[config.mk]
export PLATFORM = sky130hd
export DESIGN_NAME = next_pc_predictor_flat
export DESIGN_NICKNAME = d
export VERILOG_FILES = /design/src/rtl/next_pc_predictor_pkg.sv /design/src/rtl/next_pc_predictor_if.sv /design/src/rtl/next_pc_predictor_sat_counter2.sv /design/src/rtl/next_pc_predictor.sv /design/src/flat_wrapper.sv
export SDC_FILE = /design/constraint.sdc
export NUM_CORES = 1
export LEC_CHECK = 0
export CORE_MARGIN = 1.5
export CORE_UTILIZATION = 41
export DETAILED_ROUTE_END_ITERATION = 7
export GPL_ROUTABILITY_DRIVEN = 0
export SYNTH_ARGS = -nofsm -noshare
export SYNTH_HDL_FRONTEND = slang
export SYNTH_HIERARCHICAL = 1
export SYNTH_SLANG_ARGS = --single-unit
export TNS_END_PERCENT = 50
[constraint.sdc]
create_clock -name i_clk -period 9.1 [get_ports i_clk]
set_clock_uncertainty 0.05 [all_clocks]
set_input_delay 0.91 -clock i_clk [delete_from_list [all_inputs] [get_ports i_clk]]
set_output_delay 0.91 -clock i_clk [all_outputs]
set_load 0.01 [all_outputs]
[src/rtl/next_pc_predictor_pkg.sv]
// Shared types and sizes for the next-PC predictor: BTB geometry, counter encoding, entry layout.
// Latency: n/a (types only).
// Backpressure: n/a.
package pred_pkg;

  localparam int XLEN    = 32;
  localparam int IDX_W   = 4;
  localparam int TAG_W   = XLEN - IDX_W - 2;
  localparam int ENTRIES = 1 << IDX_W;

  // 2-bit direction counter; the MSB is the taken prediction
  typedef enum logic [1:0] {
    ST_NT = 2'b00,
    WK_NT = 2'b01,
    WK_T  = 2'b10,
    ST_T  = 2'b11
  } ctr_t;

  typedef struct packed {
    logic             valid;
    logic [TAG_W-1:0] tag;
    logic [XLEN-1:0]  tgt;
    ctr_t             ctr;
  } btb_entry_t;

  // Sequential fall-through address; wraps modulo 2**XLEN
  function automatic logic [XLEN-1:0] pc_inc4(input logic [XLEN-1:0] pc);
    return pc + XLEN'(4);
  endfunction

endpackage

[src/rtl/next_pc_predictor_if.sv]
// Fetch/EX-side bundle of the next-PC predictor; the core drives it as master, the predictor is slave.
// Latency: n/a (wiring only); o_* fields are combinational from the predictor.
// Backpressure: none; PRED_STATS_EN adds the statistics counter fields.
interface next_pc_predictor_if;

  logic                      i_stall;
  logic [pred_pkg::XLEN-1:0] i_pc;
  logic [pred_pkg::XLEN-1:0] o_next_pc;
  logic                      o_pred_taken;
  logic [pred_pkg::XLEN-1:0] o_pred_target;
  logic                      i_ex_valid;
  logic [pred_pkg::XLEN-1:0] i_ex_pc;
  logic                      i_ex_taken;
  logic [pred_pkg::XLEN-1:0] i_ex_target;
  logic                      i_ex_pred_taken;
  logic [pred_pkg::XLEN-1:0] i_ex_pred_target;
  logic                      o_mispredict;
`ifdef PRED_STATS_EN
  logic [31:0]               o_stat_branches;
  logic [31:0]               o_stat_mispred;
`endif

`ifdef PRED_STATS_EN
  modport master (
    output i_stall, i_pc, i_ex_valid, i_ex_pc, i_ex_taken, i_ex_target,
           i_ex_pred_taken, i_ex_pred_target,
    input  o_next_pc, o_pred_taken, o_pred_target, o_mispredict,
           o_stat_branches, o_stat_mispred
  );
  modport slave (
    input  i_stall, i_pc, i_ex_valid, i_ex_pc, i_ex_taken, i_ex_target,
           i_ex_pred_taken, i_ex_pred_target,
    output o_next_pc, o_pred_taken, o_pred_target, o_mispredict,
           o_stat_branches, o_stat_mispred
  );
`else
  modport master (
    output i_stall, i_pc, i_ex_valid, i_ex_pc, i_ex_taken, i_ex_target,
           i_ex_pred_taken, i_ex_pred_target,
    input  o_next_pc, o_pred_taken, o_pred_target, o_mispredict
  );
  modport slave (
    input  i_stall, i_pc, i_ex_valid, i_ex_pc, i_ex_taken, i_ex_target,
           i_ex_pred_taken, i_ex_pred_target,
    output o_next_pc, o_pred_taken, o_pred_target, o_mispredict
  );
`endif

endinterface

[src/rtl/next_pc_predictor_sat_counter2.sv]
// 2-bit saturating counter next-state: step toward strongly-taken or strongly-not-taken.
// Latency: combinational, 0 cycles.
// Backpressure: none.
module sat_counter2
  import pred_pkg::*;
(
  input  ctr_t ctr,
  input  logic taken,
  output ctr_t ctr_next
);

  // Saturating step; the end states hold rather than wrap
  always_comb begin
    ctr_next = ctr;
    unique case (ctr)
      ST_NT: ctr_next = taken ? WK_NT : ST_NT;
      WK_NT: ctr_next = taken ? WK_T  : ST_NT;
      WK_T:  ctr_next = taken ? ST_T  : WK_NT;
      ST_T:  ctr_next = taken ? ST_T  : WK_T;
      default: ctr_next = ctr;
    endcase
  end

endmodule

[src/rtl/next_pc_predictor.sv]
// Next-PC generation: direct-mapped BTB + 2-bit counters predict at fetch, EX outcomes train and redirect.
// Latency: lookup, mispredict and next-PC are combinational (0 cycles); training lands on the next posedge.
// Backpressure: none; i_stall only holds the external PC register, lookup and training ignore it.
// Optional: define PRED_STATS_EN for saturating branch / mispredict counters.
module next_pc_predictor
  import pred_pkg::*;
(
  input logic                 i_clk,
  input logic                 i_clr,
  next_pc_predictor_if.slave  bus
);

  btb_entry_t btb_q [ENTRIES];

  logic [IDX_W-1:0] pc_idx;
  logic [TAG_W-1:0] pc_tag;
  logic [IDX_W-1:0] ex_idx;
  logic [TAG_W-1:0] ex_tag;
  btb_entry_t       pc_ent;
  btb_entry_t       ex_ent;
  logic             pc_hit;
  logic             ex_hit;
  logic             mispredict;
  ctr_t             ex_ctr_next;
  logic             stall_unused;

  // The stall only freezes the PC register outside this block
  assign stall_unused = bus.i_stall;

  assign pc_idx = bus.i_pc[IDX_W+1:2];
  assign pc_tag = bus.i_pc[XLEN-1:IDX_W+2];
  assign ex_idx = bus.i_ex_pc[IDX_W+1:2];
  assign ex_tag = bus.i_ex_pc[XLEN-1:IDX_W+2];

  // Fetch lookup and EX mispredict check, both from pre-update table state
  always_comb begin
    pc_ent     = btb_q[pc_idx];
    ex_ent     = btb_q[ex_idx];
    pc_hit     = pc_ent.valid && (pc_ent.tag == pc_tag);
    ex_hit     = ex_ent.valid && (ex_ent.tag == ex_tag);
    mispredict = bus.i_ex_valid &&
                 ((bus.i_ex_taken != bus.i_ex_pred_taken) ||
                  (bus.i_ex_taken && (bus.i_ex_target != bus.i_ex_pred_target)));
  end

  sat_counter2 u_ctr (
    .ctr      (ex_ent.ctr),
    .taken    (bus.i_ex_taken),
    .ctr_next (ex_ctr_next)
  );

  // Next-PC select: redirect from EX beats fetch prediction beats fall-through
  always_comb begin
    bus.o_pred_taken  = pc_hit && pc_ent.ctr[1];
    bus.o_pred_target = pc_ent.tgt;
    bus.o_mispredict  = mispredict;
    if (mispredict)
      bus.o_next_pc = bus.i_ex_taken ? bus.i_ex_target : pc_inc4(bus.i_ex_pc);
    else if (bus.o_pred_taken)
      bus.o_next_pc = pc_ent.tgt;
    else
      bus.o_next_pc = pc_inc4(bus.i_pc);
  end

  // Table training; clear wins over a simultaneous EX update, tags/targets left as-is
  always_ff @(posedge i_clk) begin
    if (i_clr) begin
      for (int i = 0; i < ENTRIES; i++) begin
        btb_q[i].valid <= 1'b0;
        btb_q[i].ctr   <= WK_NT;
      end
    end else if (bus.i_ex_valid) begin
      if (ex_hit) begin
        btb_q[ex_idx].ctr <= ex_ctr_next;
        if (bus.i_ex_taken)
          btb_q[ex_idx].tgt <= bus.i_ex_target;
      end else if (bus.i_ex_taken) begin
        btb_q[ex_idx] <= '{valid: 1'b1, tag: ex_tag, tgt: bus.i_ex_target, ctr: WK_T};
      end
    end
  end

`ifdef PRED_STATS_EN
  logic [31:0] stat_br_q;
  logic [31:0] stat_mp_q;

  // Resolved-branch and mispredict counters, saturating at all-ones
  always_ff @(posedge i_clk) begin
    if (i_clr) begin
      stat_br_q <= '0;
      stat_mp_q <= '0;
    end else begin
      if (bus.i_ex_valid && (stat_br_q != 32'hFFFF_FFFF))
        stat_br_q <= stat_br_q + 32'd1;
      if (mispredict && (stat_mp_q != 32'hFFFF_FFFF))
        stat_mp_q <= stat_mp_q + 32'd1;
    end
  end

  assign bus.o_stat_branches = stat_br_q;
  assign bus.o_stat_mispred  = stat_mp_q;
`endif

endmodule

[src/flat_wrapper.sv]
// flat-port wrapper written by rule: the top's interface ports become plain ports
module next_pc_predictor_flat import pred_pkg::*;
  (i_clk, i_clr, bus_i_stall, bus_i_pc, bus_i_ex_valid, bus_i_ex_pc, bus_i_ex_taken, bus_i_ex_target, bus_i_ex_pred_taken, bus_i_ex_pred_target, bus_o_next_pc, bus_o_pred_taken, bus_o_pred_target, bus_o_mispredict);
  next_pc_predictor_if bus_i ();
  input logic i_clk;
  input logic i_clr;
  input wire logic [$bits(bus_i.i_stall)-1:0] bus_i_stall;
  input wire logic [$bits(bus_i.i_pc)-1:0] bus_i_pc;
  input wire logic [$bits(bus_i.i_ex_valid)-1:0] bus_i_ex_valid;
  input wire logic [$bits(bus_i.i_ex_pc)-1:0] bus_i_ex_pc;
  input wire logic [$bits(bus_i.i_ex_taken)-1:0] bus_i_ex_taken;
  input wire logic [$bits(bus_i.i_ex_target)-1:0] bus_i_ex_target;
  input wire logic [$bits(bus_i.i_ex_pred_taken)-1:0] bus_i_ex_pred_taken;
  input wire logic [$bits(bus_i.i_ex_pred_target)-1:0] bus_i_ex_pred_target;
  output wire logic [$bits(bus_i.o_next_pc)-1:0] bus_o_next_pc;
  output wire logic [$bits(bus_i.o_pred_taken)-1:0] bus_o_pred_taken;
  output wire logic [$bits(bus_i.o_pred_target)-1:0] bus_o_pred_target;
  output wire logic [$bits(bus_i.o_mispredict)-1:0] bus_o_mispredict;
  assign bus_i.i_stall = bus_i_stall;
  assign bus_i.i_pc = bus_i_pc;
  assign bus_i.i_ex_valid = bus_i_ex_valid;
  assign bus_i.i_ex_pc = bus_i_ex_pc;
  assign bus_i.i_ex_taken = bus_i_ex_taken;
  assign bus_i.i_ex_target = bus_i_ex_target;
  assign bus_i.i_ex_pred_taken = bus_i_ex_pred_taken;
  assign bus_i.i_ex_pred_target = bus_i_ex_pred_target;
  assign bus_o_next_pc = bus_i.o_next_pc;
  assign bus_o_pred_taken = bus_i.o_pred_taken;
  assign bus_o_pred_target = bus_i.o_pred_target;
  assign bus_o_mispredict = bus_i.o_mispredict;
  next_pc_predictor u_core (.i_clk(i_clk), .i_clr(i_clr), .bus(bus_i));
endmodule
* Word-level counts from Yosys, hierarchy flattened
Memory sizes are Yosys's and may differ from the RTL's.
Index checks and enable logic that the tools add are counted.
** Word-level totals
- Register bits :: 0
- Bits in latches :: 0
- Bits in writable memories :: 976
- Bits in read-only memories :: 0
- Bits of input ports :: 134
- Output and inout bits :: 66
- Logic and storage cells :: 48
- Memories :: 1
** Memories
- u_core.btb_q :: depth 16, width 61, read ports 2, clocked after Yosys merged registers in 0, wr ports 16, RTL line next_pc_predictor.sv:13 : btb_entry_t btb_q [ENTRIES];
** Cells by class
- Add/subtract/negate cells :: 2
- Multipliers :: 0
- Divide/modulo/power cells :: 0
- $lt $le $gt $ge :: 0
- Eq/ne operators :: 7
- Shift operators :: 0
- Mux-type cells :: 28
- Bitwise operators :: 2
- Reduce and logical (&&, ||, !) cells :: 8
** Operator list (number)
- 32-bit two-way mux :: 4
- 32-bit by 3-bit adder with 32-bit output, second input constant :: 2
- 61-bit two-way mux :: 1
- 61-bit OR reduction :: 1
- 26-bit equality test :: 2
- 32-bit != test :: 1
- 1-bit two-way mux :: 17
- 4-bit two-way mux :: 2
- 2-bit one-hot mux with 4 select lines :: 1
- 2-bit two-way mux :: 3
- 1-bit logical AND :: 5
- 2-bit equality test, second input constant :: 2
- 2-bit by 1-bit equality test with 1-bit output, second input constant :: 1
- 2-bit zero test :: 1
- 1-bit bitwise OR :: 2
- 1-bit logical OR :: 1
- 1-bit != test :: 1

* Logic depth before layout (Yosys ltp)
An unclocked memory read counts as a cell.
- Depth in word-level cells :: 10
- Mapped depth :: 18
- Mapped depth without buffers :: 9

* Hierarchy
The synthesis kept the hierarchy.
** Modules (own cells, without submodules)
- next_pc_predictor :: times used 1, cells each 2652, area an instance 45964.1 um^2
- sat_counter2 :: times used 1, cells each 3, area an instance 26.3 um^2

* Worst setup path before layout
OpenSTA, ideal clock, no wires.
- Kind :: input to register
- Start :: in bus_i_ex_pc[2]
- End :: mem u_core/btb_q[12][34] in the netlist's numbering (enable)
- Library setup time :: 0.442 ns
- Arrival :: 5.566 ns
- Path slack :: 3.043 ns
- Cell stages on the path :: 12
- Buffers on the path :: 6
- Path through :: buf_2 -> buf_2 -> buf_2 -> buf_2 -> mux4_2 -> mux4_2 -> xnor2_1 -> nand4_1 -> nor4_1 -> buf_2 -> clkbuf_1 -> nor3_1
** RTL lines
- from (decl) :: RTL line flat_wrapper.sv:10 : input wire logic [$bits(bus_i.i_ex_pc)-1:0] bus_i_ex_pc;
- to (decl) :: RTL line next_pc_predictor.sv:13

* Final worst setup path
- Start :: in bus_i_pc[4]
- End :: out bus_o_next_pc[19]
** Between the ends
- Word-level cells in the longest chain between the ends :: 6
- Elaborated cells on any way between the ends :: 7
** RTL lines
- from (decl) :: RTL line flat_wrapper.sv:8 : input wire logic [$bits(bus_i.i_pc)-1:0] bus_i_pc;
- memory 16 x 61 bit
- 26-bit equality test :: RTL line next_pc_predictor.sv:39 : pc_hit = pc_ent.valid && (pc_ent.tag == pc_tag);
- 1-bit logical AND :: RTL line next_pc_predictor.sv:39
- 1-bit logical AND :: RTL line next_pc_predictor.sv:54 : bus.o_pred_taken = pc_hit && pc_ent.ctr[1];
- 32-bit two-way mux * :: RTL line next_pc_predictor.sv:59 : else if (bus.o_pred_taken)
- 32-bit two-way mux * :: RTL line next_pc_predictor.sv:57 : if (mispredict)
- to (decl) :: RTL line flat_wrapper.sv:15 : output wire logic [$bits(bus_i.o_next_pc)-1:0] bus_o_next_pc;
Mark *: on every way between the ends. The rest lies on a longest branch, timed or not.

==> flow_metrics.tcl <==
set metrics [dict create \
    drv_cap 0 \
    routed-via-count 28560 \
    synth-main-ff-cell "edfxtp_1" \
    crit_start "bus_i_pc[4]" \
    fin_crit_sh 0.8237 \
    fillCellCount 9325 \
    ys_seq_area_frac 0.6338 \
    crit_type "in -> out" \
    wire_per_inst_um 33.34 \
    viasPerCell 6.436 \
    cts_max_level 3 \
    grt_pass1_wl_mm 208.4 \
    synth_edf_count 960 \
    area_growth_pct 15.72 \
    cts_tree "yes" \
    post_cts_resized 0 \
    hp-class "reg -> reg" \
    busiest_layer "met2" \
    yosysWarnings 6 \
    die_w_um 337.9 \
    status "finished clean" \
    required_ns 8.14 \
    peakVddDrop_v 0.0001512 \
    leakage_nw 16.79 \
    slowest_delay_ns 0.96 \
    diodes 0 \
    top_regs "u_core/btb_q x976" \
    grt_pass1_vias 28570 \
    finalCriticalPeriod_ns 7.496 \
    p_per_area_nw_per_um2 190.7 \
    largest_reg_flops 976 \
    crit_fanout 24 \
    nets 3005 \
    synth_fp_nets 2794 \
    slowest_stage "and4_1" \
    dieArea_um2 114200 \
    setup_viol 0 \
    max_freq_mhz 133.4 \
    hold-worst-slack_ns 0.4420 \
    avgSynthCellArea_um2 17.32 \
    io_buffers 198 \
    antenna_left 0 \
    cts.hold.buffers_added 0 \
    synth_area_um2 45990 \
    cts.clk_slew.worst_paths_ns 0.06 \
    hp-start "u_core/btb_q[3][60]$_SDFFE_PP1P_" \
    drive_gt1_frac 0.2468 \
    synth_cells 2655 \
    drtPass1Iterations 8 \
    rows 122 \
    gr-total-overflow 0 \
    wl_mm 147.9 \
    crit_family "simple AND/OR/NAND/NOR gates" \
    die_y_um 337.9 \
    initial_core_util 0.4144 \
    clock_latency_ns 0.72 \
    grtUsageTotal 0.2583 \
    slew_headroom 0.1491 \
    place_area_um2 49900 \
    cts_buffer_depth 3 \
    core_um2 111000 \
    synthTopCellsByArea "edfxtp_1 (63%), mux4_2 (18%), mux2i_1 (2.4%), xnor2_1 (1.3%), xor2_1 (1.1%)" \
    met2_usage 0.4027 \
    remaining_drc_errors 0 \
    postSynth.asyncResetShare 0 \
    final_cell_area_um2 53220 \
    worst_setup_path_start_kind "input port" \
    netlist.area_leader.share 0.6268 \
    r2r_start "u_core/btb_q[14][40]$_DFFE_PP_" \
    worst_pin_slew_ns 1.273 \
    rsz0062_at_grt "no" \
    hold_viol_final 0 \
    end_kind "primary output" \
    groute.layer.met3.usage 0.05732 \
    arrival_ns 6.54 \
    final_util 0.4796 \
    setup_ws_ns 1.604 \
    cts_inserted_buffers 101 \
    dp_hpwl_mm 92.46 \
    synth_cell_type_count 81 \
    cts_root_buf "clkbuf_16" \
    ios 200 \
    regMostFlops "u_core/btb_q" \
    yosys_register_bits 976 \
    synth_commonest_cells "edfxtp_1 (960), mux4_2 (362), nand2_1 (117)" \
    finalSetupTns_ns 0 \
    antenna_found_initial 14 \
    cts_sinks 976 \
    grt_use_met1 0.3641 \
    path_cells "buf_2 -> buf_4 -> nor2_1 -> buf_4 -> a22oi_1 -> and4_1 -> a311oi_1 -> nor4bb_1 -> and4_1 -> a41oi_1 -> o31ai_1 -> clkdlybuf4s50_1" \
    yosysTopAreaCell "edfxtp_1" \
    grt_max_degree 95 \
    slew_violations 0 \
    crit_buf_inv 4 \
    dp_slack_ns 1.722 \
    cts_setup_buffers 0 \
    yosys.cell_count.top_type "edfxtp_1" \
    drt-initial-drc-count 4190 \
]
## worst register-to-register path: stages, from the launching register on
cell and delay (ns):
edfxtp_1 0.39, mux4_2 0.47, mux2i_1 0.49, xnor2_1 0.25, nor4_1 0.35, a22oi_1 0.17
or4_1 0.63, nor4_2 0.38, buf_4 0.83, nor3_2 0.24, buf_4 0.38
## layout make-up
| cell class | instances | area [µm²] | area share |
|---|---|---|---|
| Multi-Input combinational cell | 1429 | 15870 | 0.2982 |
| Clock buffer | 120 | 2639 | 0.04958 |
| Inverter | 42 | 160.2 | 0.003009 |
| Timing Repair Buffer | 316 | 2859 | 0.05372 |
| Clock inverter | 67 | 683.2 | 0.01284 |
| Sequential cell | 976 | 29150 | 0.5477 |
| Tap cell | 1488 | 1862 | 0.03498 |
## path summary, 6_finish.rpt
| path | endpoint | slack (ns) | depth (start not counted) |
|---|---|---|---|
| max reg2reg | u_core/btb_q[12][51]$_DFFE_PP_ | 4.11 | 10 |
| max | bus_o_next_pc[19] | 1.60 | 12 |
| min | u_core/btb_q[3][60]$_SDFFE_PP1P_ | 0.44 | 2 |
| min reg2reg | u_core/btb_q[3][60]$_SDFFE_PP1P_ | 0.44 | 2 |
## metal layers
layer | share of wire | vias to the layer above | wire length (µm)
li1 | - | 11440 | -
met1 | 0.40 | 15060 | 59020
met2 | 0.46 | 1729 | 68600
met3 | 0.11 | 325 | 15730
met4 | 0.030 | 18 | 4466
met5 | 0.00080 | - | 118
## cells in the final DEF, fill, tap and decap left out, types with 22 or more instances in the layout
master and count:
nand4_1 28, nor4_1 52, nor2_1 91, inv_1 39, xnor2_1 66, edfxtp_1 960, clkbuf_16 101, buf_4 121
mux4_2 362, mux2_2 28, a22oi_1 22, o31ai_1 25, o21bai_1 25, a41oi_1 25, o21ai_0 44, mux2i_1 111
xor2_1 58, nand3_1 49, nor3_1 34, nand2_1 117, clkinv_2 24, clkdlybuf4s50_1 189
## power breakdown
group	internal (mW)	leakage (nW)	switching (mW)	total [mW]
combinational	0.408	6.37	0.599	1.01
sequential	4.97	8.79	0.0139	4.99
clock	2.34	1.62	1.81	4.16
## per-stage QoR
stage | cells | power (mW)
after floorplan | 2655 | 5.613
after global placement | 4251 | 6.059
after detailed placement | 4251 | 6.072
after CTS | 4438 | 10.19
after global routing | 4438 | 10.41
final | 4438 | 10.15
## kinds of logic after synthesis
family	Yosys count	share of synthesized area
AO/OA/AOI/OAI	290	0.04677
XOR/XNOR	124	0.02361
adder cells (fa/ha/maj)	7	0.001850
buffers and inverters	250	0.02639
flip-flops	976	0.6338
multiplexers	509	0.2129
AND/OR/NAND/NOR	499	0.05474
(Power assumes the default switching activity.)
